## config.mk

```make
export PLATFORM = sky130hd
export DESIGN_NAME = riscv_multicycle_ctrl
export DESIGN_NICKNAME = d
export VERILOG_FILES = /design/src/rtl/riscv_ctrl_pkg.sv /design/src/rtl/riscv_ctrl_decode.sv /design/src/rtl/riscv_multicycle_ctrl.sv
export SDC_FILE = /design/constraint.sdc
export NUM_CORES = 1
export LEC_CHECK = 0
export BUFFER_PORTS_ARGS = -buffer_cell sky130_fd_sc_hd__buf_2
export CAP_MARGIN = 20
export CORE_MARGIN = 2
export CORE_UTILIZATION = 35
export DETAILED_ROUTE_END_ITERATION = 16
export MAX_ROUTING_LAYER = met4
export PLACE_DENSITY_LB_ADDON = 0.3
export SKIP_CTS_REPAIR_TIMING = 1
export SLEW_MARGIN = 20
export SYNTH_ARGS = -nofsm -noshare
export SYNTH_HDL_FRONTEND = slang
export SYNTH_HIERARCHICAL = 1
export SYNTH_SLANG_ARGS = --single-unit
```

## constraint.sdc

```tcl
create_clock -name clk -period 2.25 [get_ports clk]
set_clock_uncertainty 0.05 [all_clocks]
set_input_delay 0.1125 -clock clk [delete_from_list [all_inputs] [get_ports clk]]
set_output_delay 0.1125 -clock clk [all_outputs]
set_load 0.05 [all_outputs]
```

## src/rtl/riscv_ctrl_pkg.sv

```systemverilog
// Shared definitions for the multi-cycle RISC-V control FSM:
// state encoding, opcodes, datapath select encodings and the decode bundle.
package riscv_ctrl_pkg;

  typedef enum logic [2:0] {
    ST_BOOT,
    ST_FETCH,
    ST_DECODE,
    ST_EXEC,
    ST_MEM,
    ST_WB,
    ST_TRAP
  } state_e;

  // Supported RV32I major opcodes (FENCE and SYSTEM are deliberately absent).
  localparam logic [6:0] OP_R      = 7'b0110011;
  localparam logic [6:0] OP_IMM    = 7'b0010011;
  localparam logic [6:0] OP_LOAD   = 7'b0000011;
  localparam logic [6:0] OP_STORE  = 7'b0100011;
  localparam logic [6:0] OP_BRANCH = 7'b1100011;
  localparam logic [6:0] OP_JAL    = 7'b1101111;
  localparam logic [6:0] OP_JALR   = 7'b1100111;
  localparam logic [6:0] OP_LUI    = 7'b0110111;
  localparam logic [6:0] OP_AUIPC  = 7'b0010111;

  localparam logic [3:0] ALU_ADD   = 4'd0;
  localparam logic [3:0] ALU_SUB   = 4'd1;
  localparam logic [3:0] ALU_SLL   = 4'd2;
  localparam logic [3:0] ALU_SLT   = 4'd3;
  localparam logic [3:0] ALU_SLTU  = 4'd4;
  localparam logic [3:0] ALU_XOR   = 4'd5;
  localparam logic [3:0] ALU_SRL   = 4'd6;
  localparam logic [3:0] ALU_SRA   = 4'd7;
  localparam logic [3:0] ALU_OR    = 4'd8;
  localparam logic [3:0] ALU_AND   = 4'd9;
  localparam logic [3:0] ALU_PASSB = 4'd10;

  localparam logic [2:0] IMM_I = 3'd0;
  localparam logic [2:0] IMM_S = 3'd1;
  localparam logic [2:0] IMM_B = 3'd2;
  localparam logic [2:0] IMM_U = 3'd3;
  localparam logic [2:0] IMM_J = 3'd4;

  localparam logic [1:0] WB_DMEM = 2'd0;
  localparam logic [1:0] WB_ALU  = 2'd1;
  localparam logic [1:0] WB_PC4  = 2'd2;

  localparam logic PC_PLUS4 = 1'b0;
  localparam logic PC_ALU   = 1'b1;
  localparam logic A_RS1    = 1'b0;
  localparam logic A_PC     = 1'b1;
  localparam logic B_RS2    = 1'b0;
  localparam logic B_IMM    = 1'b1;

  // Decoded view of the current instruction, before state gating.
  typedef struct packed {
    logic       asel;
    logic       bsel;
    logic [2:0] imm_sel;
    logic [3:0] alu_sel;
    logic       brun;
    logic [1:0] wbsel;
    logic       is_load;
    logic       is_store;
    logic       is_branch;
    logic       is_jump;
    logic       taken;
    logic       illegal;
  } dec_t;

  // funct3 -> ALU op; alt selects SUB (funct3=000) or SRA (funct3=101).
  function automatic logic [3:0] alu_from_funct3(input logic [2:0] funct3,
                                                 input logic       alt);
    logic [3:0] op;
    case (funct3)
      3'b000:  op = alt ? ALU_SUB : ALU_ADD;
      3'b001:  op = ALU_SLL;
      3'b010:  op = ALU_SLT;
      3'b011:  op = ALU_SLTU;
      3'b100:  op = ALU_XOR;
      3'b101:  op = alt ? ALU_SRA : ALU_SRL;
      3'b110:  op = ALU_OR;
      default: op = ALU_AND;
    endcase
    return op;
  endfunction

endpackage

```

## src/rtl/riscv_ctrl_decode.sv

```systemverilog
// Purely combinational instruction decode: maps opcode/funct fields and the
// branch comparator flags to datapath selects and instruction-class flags.
module riscv_ctrl_decode
  import riscv_ctrl_pkg::*;
(
  input  logic [6:0] opcode,
  input  logic [2:0] funct3,
  input  logic       funct7_5,
  input  logic       br_eq,
  input  logic       br_lt,
  output dec_t       dec
);

  logic cond;

  // Branch condition selected by funct3; undefined encodings never take.
  always_comb begin
    cond = 1'b0;
    case (funct3)
      3'b000:  cond = br_eq;
      3'b001:  cond = ~br_eq;
      3'b100:  cond = br_lt;
      3'b101:  cond = ~br_lt;
      3'b110:  cond = br_lt;
      3'b111:  cond = ~br_lt;
      default: cond = 1'b0;
    endcase
  end

  // Opcode decode into select fields and class flags.
  always_comb begin
    // NOTE: every field gets a default before the case so no path can infer a latch.
    dec         = '0;
    dec.asel    = A_RS1;
    dec.bsel    = B_RS2;
    dec.imm_sel = IMM_I;
    dec.alu_sel = ALU_ADD;
    dec.wbsel   = WB_ALU;
    case (opcode)
      OP_R: begin
        dec.alu_sel = alu_from_funct3(funct3, funct7_5);
      end
      OP_IMM: begin
        dec.bsel    = B_IMM;
        // Only SRAI uses inst[30]; for ADDI it is immediate bits, not SUB.
        dec.alu_sel = alu_from_funct3(funct3, funct7_5 && (funct3 == 3'b101));
      end
      OP_LOAD: begin
        dec.bsel    = B_IMM;
        dec.wbsel   = WB_DMEM;
        dec.is_load = 1'b1;
      end
      OP_STORE: begin
        dec.bsel     = B_IMM;
        dec.imm_sel  = IMM_S;
        dec.is_store = 1'b1;
      end
      OP_BRANCH: begin
        dec.asel      = A_PC;
        dec.bsel      = B_IMM;
        dec.imm_sel   = IMM_B;
        dec.brun      = funct3[1];
        dec.is_branch = 1'b1;
        dec.taken     = cond;
      end
      OP_JAL: begin
        dec.asel    = A_PC;
        dec.bsel    = B_IMM;
        dec.imm_sel = IMM_J;
        dec.wbsel   = WB_PC4;
        dec.is_jump = 1'b1;
      end
      OP_JALR: begin
        dec.bsel    = B_IMM;
        dec.wbsel   = WB_PC4;
        dec.is_jump = 1'b1;
      end
      OP_LUI: begin
        dec.bsel    = B_IMM;
        dec.imm_sel = IMM_U;
        dec.alu_sel = ALU_PASSB;
      end
      OP_AUIPC: begin
        dec.asel    = A_PC;
        dec.bsel    = B_IMM;
        dec.imm_sel = IMM_U;
      end
      default: begin
        dec.illegal = 1'b1;
      end
    endcase
  end

endmodule

```

## src/rtl/riscv_multicycle_ctrl.sv

```systemverilog
// Multi-cycle control FSM: sequences one instruction through
// FETCH/DECODE/EXEC/MEM/WB and gates decoded selects by state.
module riscv_multicycle_ctrl
  import riscv_ctrl_pkg::*;
#(
  parameter int DATA_WIDTH = 32
) (
  input  logic                  clk,
  input  logic                  rst,
  input  logic [DATA_WIDTH-1:0] inst,
  input  logic                  br_eq,
  input  logic                  br_lt,
  input  logic                  imem_ready,
  input  logic                  dmem_ready,
  output logic                  imem_req,
  output logic                  inst_we,
  output logic                  dmem_req,
  output logic                  mem_rw,
  output logic                  pc_we,
  output logic                  pc_sel,
  output logic                  asel,
  output logic                  bsel,
  output logic [2:0]            imm_sel,
  output logic [3:0]            alu_sel,
  output logic                  brun,
  output logic                  regwen,
  output logic [1:0]            wbsel,
  output logic                  trap
);

  state_e state_q, state_d;
  dec_t   dec;
  logic   drive_ops;

  // Instruction bits the controller never looks at (register indices, imm).
  logic unused_inst;
  assign unused_inst = ^{inst[DATA_WIDTH-1:31], inst[29:15], inst[11:7]};

  riscv_ctrl_decode u_decode (
    .opcode   (inst[6:0]),
    .funct3   (inst[14:12]),
    .funct7_5 (inst[30]),
    .br_eq    (br_eq),
    .br_lt    (br_lt),
    .dec      (dec)
  );

  // State register; reset forces BOOT immediately.
  always_ff @(posedge clk or posedge rst) begin
    // NOTE: state flops use non-blocking assignment so all flops update together.
    if (rst) state_q <= ST_BOOT;
    else     state_q <= state_d;
  end

  // Operand selects stay valid from EXEC through WB so the ALU result is stable.
  assign drive_ops = (state_q == ST_EXEC) || (state_q == ST_MEM) || (state_q == ST_WB);

  // Next-state and output logic.
  always_comb begin
    state_d  = state_q;
    imem_req = 1'b0;
    inst_we  = 1'b0;
    dmem_req = 1'b0;
    mem_rw   = 1'b0;
    pc_we    = 1'b0;
    pc_sel   = PC_PLUS4;
    asel     = A_RS1;
    bsel     = B_RS2;
    imm_sel  = IMM_I;
    alu_sel  = ALU_ADD;
    brun     = 1'b0;
    regwen   = 1'b0;
    wbsel    = WB_DMEM;
    trap     = 1'b0;

    if (drive_ops) begin
      asel    = dec.asel;
      bsel    = dec.bsel;
      imm_sel = dec.imm_sel;
      alu_sel = dec.alu_sel;
      brun    = dec.brun;
      wbsel   = dec.wbsel;
    end

    case (state_q)
      ST_BOOT: state_d = ST_FETCH;
      ST_FETCH: begin
        imem_req = 1'b1;
        if (imem_ready) begin
          inst_we = 1'b1;
          state_d = ST_DECODE;
        end
      end
      ST_DECODE: state_d = dec.illegal ? ST_TRAP : ST_EXEC;
      ST_EXEC:   state_d = (dec.is_load || dec.is_store) ? ST_MEM : ST_WB;
      ST_MEM: begin
        dmem_req = 1'b1;
        mem_rw   = dec.is_store;
        if (dmem_ready) begin
          if (dec.is_store) begin
            // A store retires here; it has no writeback cycle.
            pc_we   = 1'b1;
            pc_sel  = PC_PLUS4;
            state_d = ST_FETCH;
          end else begin
            state_d = ST_WB;
          end
        end
      end
      ST_WB: begin
        pc_we   = 1'b1;
        regwen  = ~dec.is_branch;
        pc_sel  = (dec.is_jump || (dec.is_branch && dec.taken)) ? PC_ALU : PC_PLUS4;
        state_d = ST_FETCH;
      end
      ST_TRAP: trap = 1'b1;
      default: state_d = ST_BOOT;
    endcase
  end

endmodule

```

After elaboration in Yosys (flattened, before gate mapping):

Cells that the tools add are included.

* bits in read-only memories: 0
* input port bits: 38
* memories: 0
* RAM bits: 0
* output and inout port bits: 20
* register bits after elaboration: 3
* word-level logic and storage cells: 88
* latch bits: 0

* add/sub/neg operators: 0
* div/mod/pow operators: 0
* shifts and indexed selects: 0
* bitwise gates (word level): 4
* multiplexer cells: 42
* $mul: 0
* equality and inequality tests: 24
* reductions and logical operators: 17
* magnitude comparators: 0

Operator list (number)
* 4-bit one-hot mux with 7 select lines: 2
* 1-bit two-way mux: 27
* 3-bit == test (second input constant): 7
* 7-bit by 6-bit == test with 1-bit output (second input constant): 3
* 7-bit == test (second input constant): 3
* 3-bit one-hot mux with 6 select lines: 1
* 3-bit two-way mux: 5
* 7-bit by 5-bit == test with 1-bit output (second input constant): 2
* 3-bit by 2-bit == test with 1-bit output (second input constant): 4
* 3-bit one-hot mux with 4 select lines: 1
* 4-bit one-hot mux with 3 select lines: 1
* 2-bit OR reduction: 5
* 9-bit OR reduction: 1
* 8-bit OR reduction: 1
* 7-bit by 2-bit == test with 1-bit output (second input constant): 1
* 3-bit by 1-bit == test with 1-bit output (second input constant): 2
* 3-bit logical NOT: 2
* 1-bit logical OR: 4
* 4-bit two-way mux: 1
* 2-bit inequality test (second input constant): 2
* 1-bit NOT: 4
* 1-bit one-hot mux with 4 select lines: 1
* 2-bit one-hot mux with 2 select lines: 1
* 3-bit AND reduction: 1
* 4 further kinds: 5

Longest topological paths before layout:

* depth after elaboration: 8
* mapped depth: 7
* depth with buffers taken out: 6

Hierarchy:

Netlist, hierarchy kept.

By module, submodules not included
* riscv_ctrl_decode: sequential area each 0.0 µm², cells each 58, area each 414.1 µm², times used 1
* riscv_multicycle_ctrl: sequential area each 75.1 µm², cells each 47, area each 361.6 µm², times used 1

Least setup slack after synthesis:

OpenSTA, ideal clock, no wires.

* path type: register -> output
* start point: register state_q[1]
* end point: output port mem_rw
* path slack: 0.255 ns
* arrival: 1.832 ns
* stages on the path, launching flop included: 4
* path buffers: 0
* cells stage by stage: dfrtp_1 > nand2b_2 > nor2_1 > and2_1

* longest elaborated chain between the ends: 2

Ends and longest elaborated chain
* start: declaration: line riscv_multicycle_ctrl.sv:31 `state_e state_q, state_d;`
* start signal: assignment: line riscv_multicycle_ctrl.sv:52 `else state_q <= state_d;`
* 3-bit == test: line riscv_multicycle_ctrl.sv:85 `case (state_q)`
* 1-bit two-way mux: line riscv_multicycle_ctrl.sv:85
* end: declaration: line riscv_multicycle_ctrl.sv:18 `output logic mem_rw,`

No other way between the ends.

Worst setup path in the final report:

* start point: register state_q[0]
* end point: output port bsel

* longest elaborated chain between the ends: 4
* elaborated cells between the ends (all ways): 6
* those cells by class: eq/ne: 3; mux: 1; reduce/logical: 2

Ends and longest elaborated chain
* 3-bit by 2-bit == test with 1-bit output or 3-bit == test (tied branches): line riscv_multicycle_ctrl.sv:56 `assign drive_ops = (state_q == ST_EXEC) || (state_q == ST_MEM) || (state_q == ST_WB);`
* 1-bit logical OR: line riscv_multicycle_ctrl.sv:56
* 1-bit logical OR (*): line riscv_multicycle_ctrl.sv:56
* 1-bit two-way mux (*): line riscv_multicycle_ctrl.sv:76 `if (drive_ops) begin`
* end: declaration: line riscv_multicycle_ctrl.sv:22 `output logic bsel,`

Every way passes the cells marked *; elsewhere a longest branch is shown, timed or not.

==> metrics.md <==
| Metric | Value |
|---|---|
| Status | `finished, final reports clean` |
| Sequential-to-total area share from yosys stat | `about a tenth` |
| Antenna violations before repair | `0` |
| Power Dens Cells | `842 mW/mm²` |
| Worst-path clk slew | `roughly 0.04 ns` |
| Synth Instances | `approximately 110` |
| Die Ht | `approximately 50 µm` |
| Highest clock rate | `around 530 MHz` |
| DR vias | `787` |
| Distinct cell type count after synthesis | `45` |
| Root buf cell | `clkbuf_4` |
| Core outline area | `between 0.002 and 0.0025 mm²` |
| Sw Pwr | `489 µW` |
| Post-synth EDFFs | `0` |
| Int Pwr | `about 320 µW` |
| WL final | `between 1500 and 2000 µm` |
| Overall routing resource usage | `13.4%` |
| Post-route setup TNS | `0 ns` |
| WL/cell | `about 9.9 µm` |
| Largest Register | `state_q` |
| Row cnt | `17` |
| Clock Latency Late Sink | `0.23 ns` |
| Hold Slack | `0.180 ns` |
| Fillers | `230` |
| Kind of critical path | `reg2out` |
| Largest register FFs | `3` |
| Antenna Nets Post-Route | `0` |
| Critical Path Start Type | `register` |
| Area of placed instances | `roughly 920 µm²` |
| Worst Max-Slew Pin Slew | `roughly 0.60 ns` |
| Mapped Nets | `143` |
| Slew HR | `about three fifths` |
| Critical path fanouts, max | `12` |
| # port buffers | `36` |
| HP Class | `in2reg` |
| VDD IR max | `roughly 0.42 mV` |
| Final hold violation count | `0` |
| Synth async-reset ratio | `100%` |
| Worst path required time | `about 2.1 ns` |
| #FFs+latches synth | `3` |
| Vias per cell | `between 4 and 5` |
| Remaining Overflow, GRT | `0` |
| Synth top area share | `a little under an eighth` |
| Initial Util | `36.1%` |
| Area grow syn2layout | `23.7%` |
| DR pass1 iterations | `4` |
| Number of H-tree levels | `1` |
| Setup Viol. Count Final | `0` |
| Combinational share of power | `a little under three quarters` |
| Max cap viols | `0` |
| Leak | `approximately 0.48 nW` |
| Synthesized area per cell | `7.39 µm²` |
| Total power | `just over 800 µW` |
| CTS tree | `done` |
| Clock Sinks | `3` |
| Min Tclk post-route | `1.90 ns` |
| YS warnings | `6` |
| Seq pwr share | `17.9%` |
| Fin area | `960 µm²` |
| Area leader, netlist | `and2_4` |
| Switch share | `60.6%` |
| Hpwl dp | `around 1300 µm` |
| Pin count of the biggest net entering global routing | `15` |
| Die area | `about 0.0026 mm²` |
| Storage element area | `between 70 and 80 µm²` |
| First-pass GRT wire length | `2730 µm` |
| Largest regs | `state_q x3` |
| Fin. max-slew vios | `0` |
| GPL Wtd Cong | `roughly 0.76` |
| Clock buffer depth | `2` |
| Cell Area, Synth | `776 µm²` |
| Main synth FF type | `dfrtp_1` |
| Worst EP arrival | `roughly 1.7 ns` |
| Area contributors post-synth | `and2_4, dfrtp_1, nor2_1` |
| Final worst path period share | `a little over four fifths` |
| Layout cells sized above 1 | `around 45%` |
| Cts bufs inserted | `3` |
| Die width | `between 50 and 60 µm` |
| RSZ-0062 raised after global routing | `no` |
| Clock Power Share | `11.2%` |
| Crit. End Element | `primary output` |
| Residual DRC count | `0` |
| Inserted Diodes | `0` |
| Vias in the first global route | `~630` |
| Nets | `approximately 180` |
| Multi-input gate area | `just over 600 µm²` |
| Ports | `a little under 60` |
| DR iter-0 viols | `8` |
[critical path: stages, from the launching register on]
cell	delay [ns]
dfrtp_1	0.51
nand2_1	0.11
o21ai_2	0.41
and2_2	0.23
buf_2	0.25
[stage by stage]
| stage | util, % | setup WS [ns] | std cells |
|---|---|---|---|
| 5_1_grt | 44.7 | 0.227 | 165 |
| 4_1_cts | 44.2 | 0.309 | 164 |
| 6_report | 44.7 | 0.351 | 165 |
| 3_5_place_dp | 43.0 | 0.511 | 160 |
| 3_3_place_gp | 43.0 | 0.524 | 160 |
| 2_1_floorplan | - | 0.255 | 105 |
[Yosys cell counts (3+ instances only)]
library cell and count:
nor2_1 14, buf_2 3, o21ai_0 4, a21oi_1 6, and2_4 10, buf_4 4, and2_1 4, nand2_1 8
dfrtp_1 3, inv_1 3
[kinds of logic after synthesis]
family                 after synthesis  synth area share (%)
AO/OA/AOI/OAI                       22                  18.2
XOR/XNOR                             3                  3.39
buffers and inverters               12                  10.2
flip-flops                           3                  9.68
multiplexers                         3                  4.03
AND/OR/NAND/NOR                     62                  54.5
[power by group through the flow]
stage	registers, mW	logic [mW]	clock network, mW
after detailed placement	0.147	0.577	0
after global routing	0.155	0.621	0.0969
after CTS	0.146	0.579	0.0941
final	0.145	0.573	0.0905
after floorplan	0.0975	0.557	0
after global placement	0.145	0.572	0
[routing by layer]
layer	GRT usage (%)	wire length (µm)
met1	19.0	804
met2	19.7	743
met3	1.75	80
met4	4.05	0
met5	-	0
[final timing paths]
check                                 from         end  slack [ns]  depth (start not counted)
max in group asynchronous              rst  state_q[0]        1.78                          3
min in group asynchronous              rst  state_q[1]        0.24                          3
worst max register to register  state_q[2]  state_q[0]        1.13                          3
worst min-delay path            imem_ready  state_q[1]        0.18                          3
worst max-delay path            state_q[0]        bsel        0.35                          4
worst min register to register  state_q[1]  state_q[0]        0.55                          1
[layout make-up]
class                           count  area share [%]
Clock buffer                        4            2.74
Multi-Input combinational cell     90            64.8
Sequential cell                     3            7.82
Inverter                            3            1.17
Tap cell                           28            3.65
Timing Repair Buffer               37            19.8
[placed cells by master (no fill, tap or decap), types with 2 or more instances in the layout]
cell type	synthesis	final
nand2b_2	2	2
and2_4	10	10
a21oi_1	6	6
nor2_1	14	14
nand2_1	8	8
xor2_1	2	2
nand3_1	2	2
dfrtp_1	3	3
mux2i_1	2	2
and2_1	4	4
and2_2	2	2
nor2b_1	2	2
o21ai_1	2	2
o21ai_0	4	4
a31oi_1	2	2
buf_2	3	36
nand2b_1	2	2
nor4_1	2	2
clkbuf_4	0	3
inv_1	3	3
Note: power is estimated with default switching activity, not from simulation.
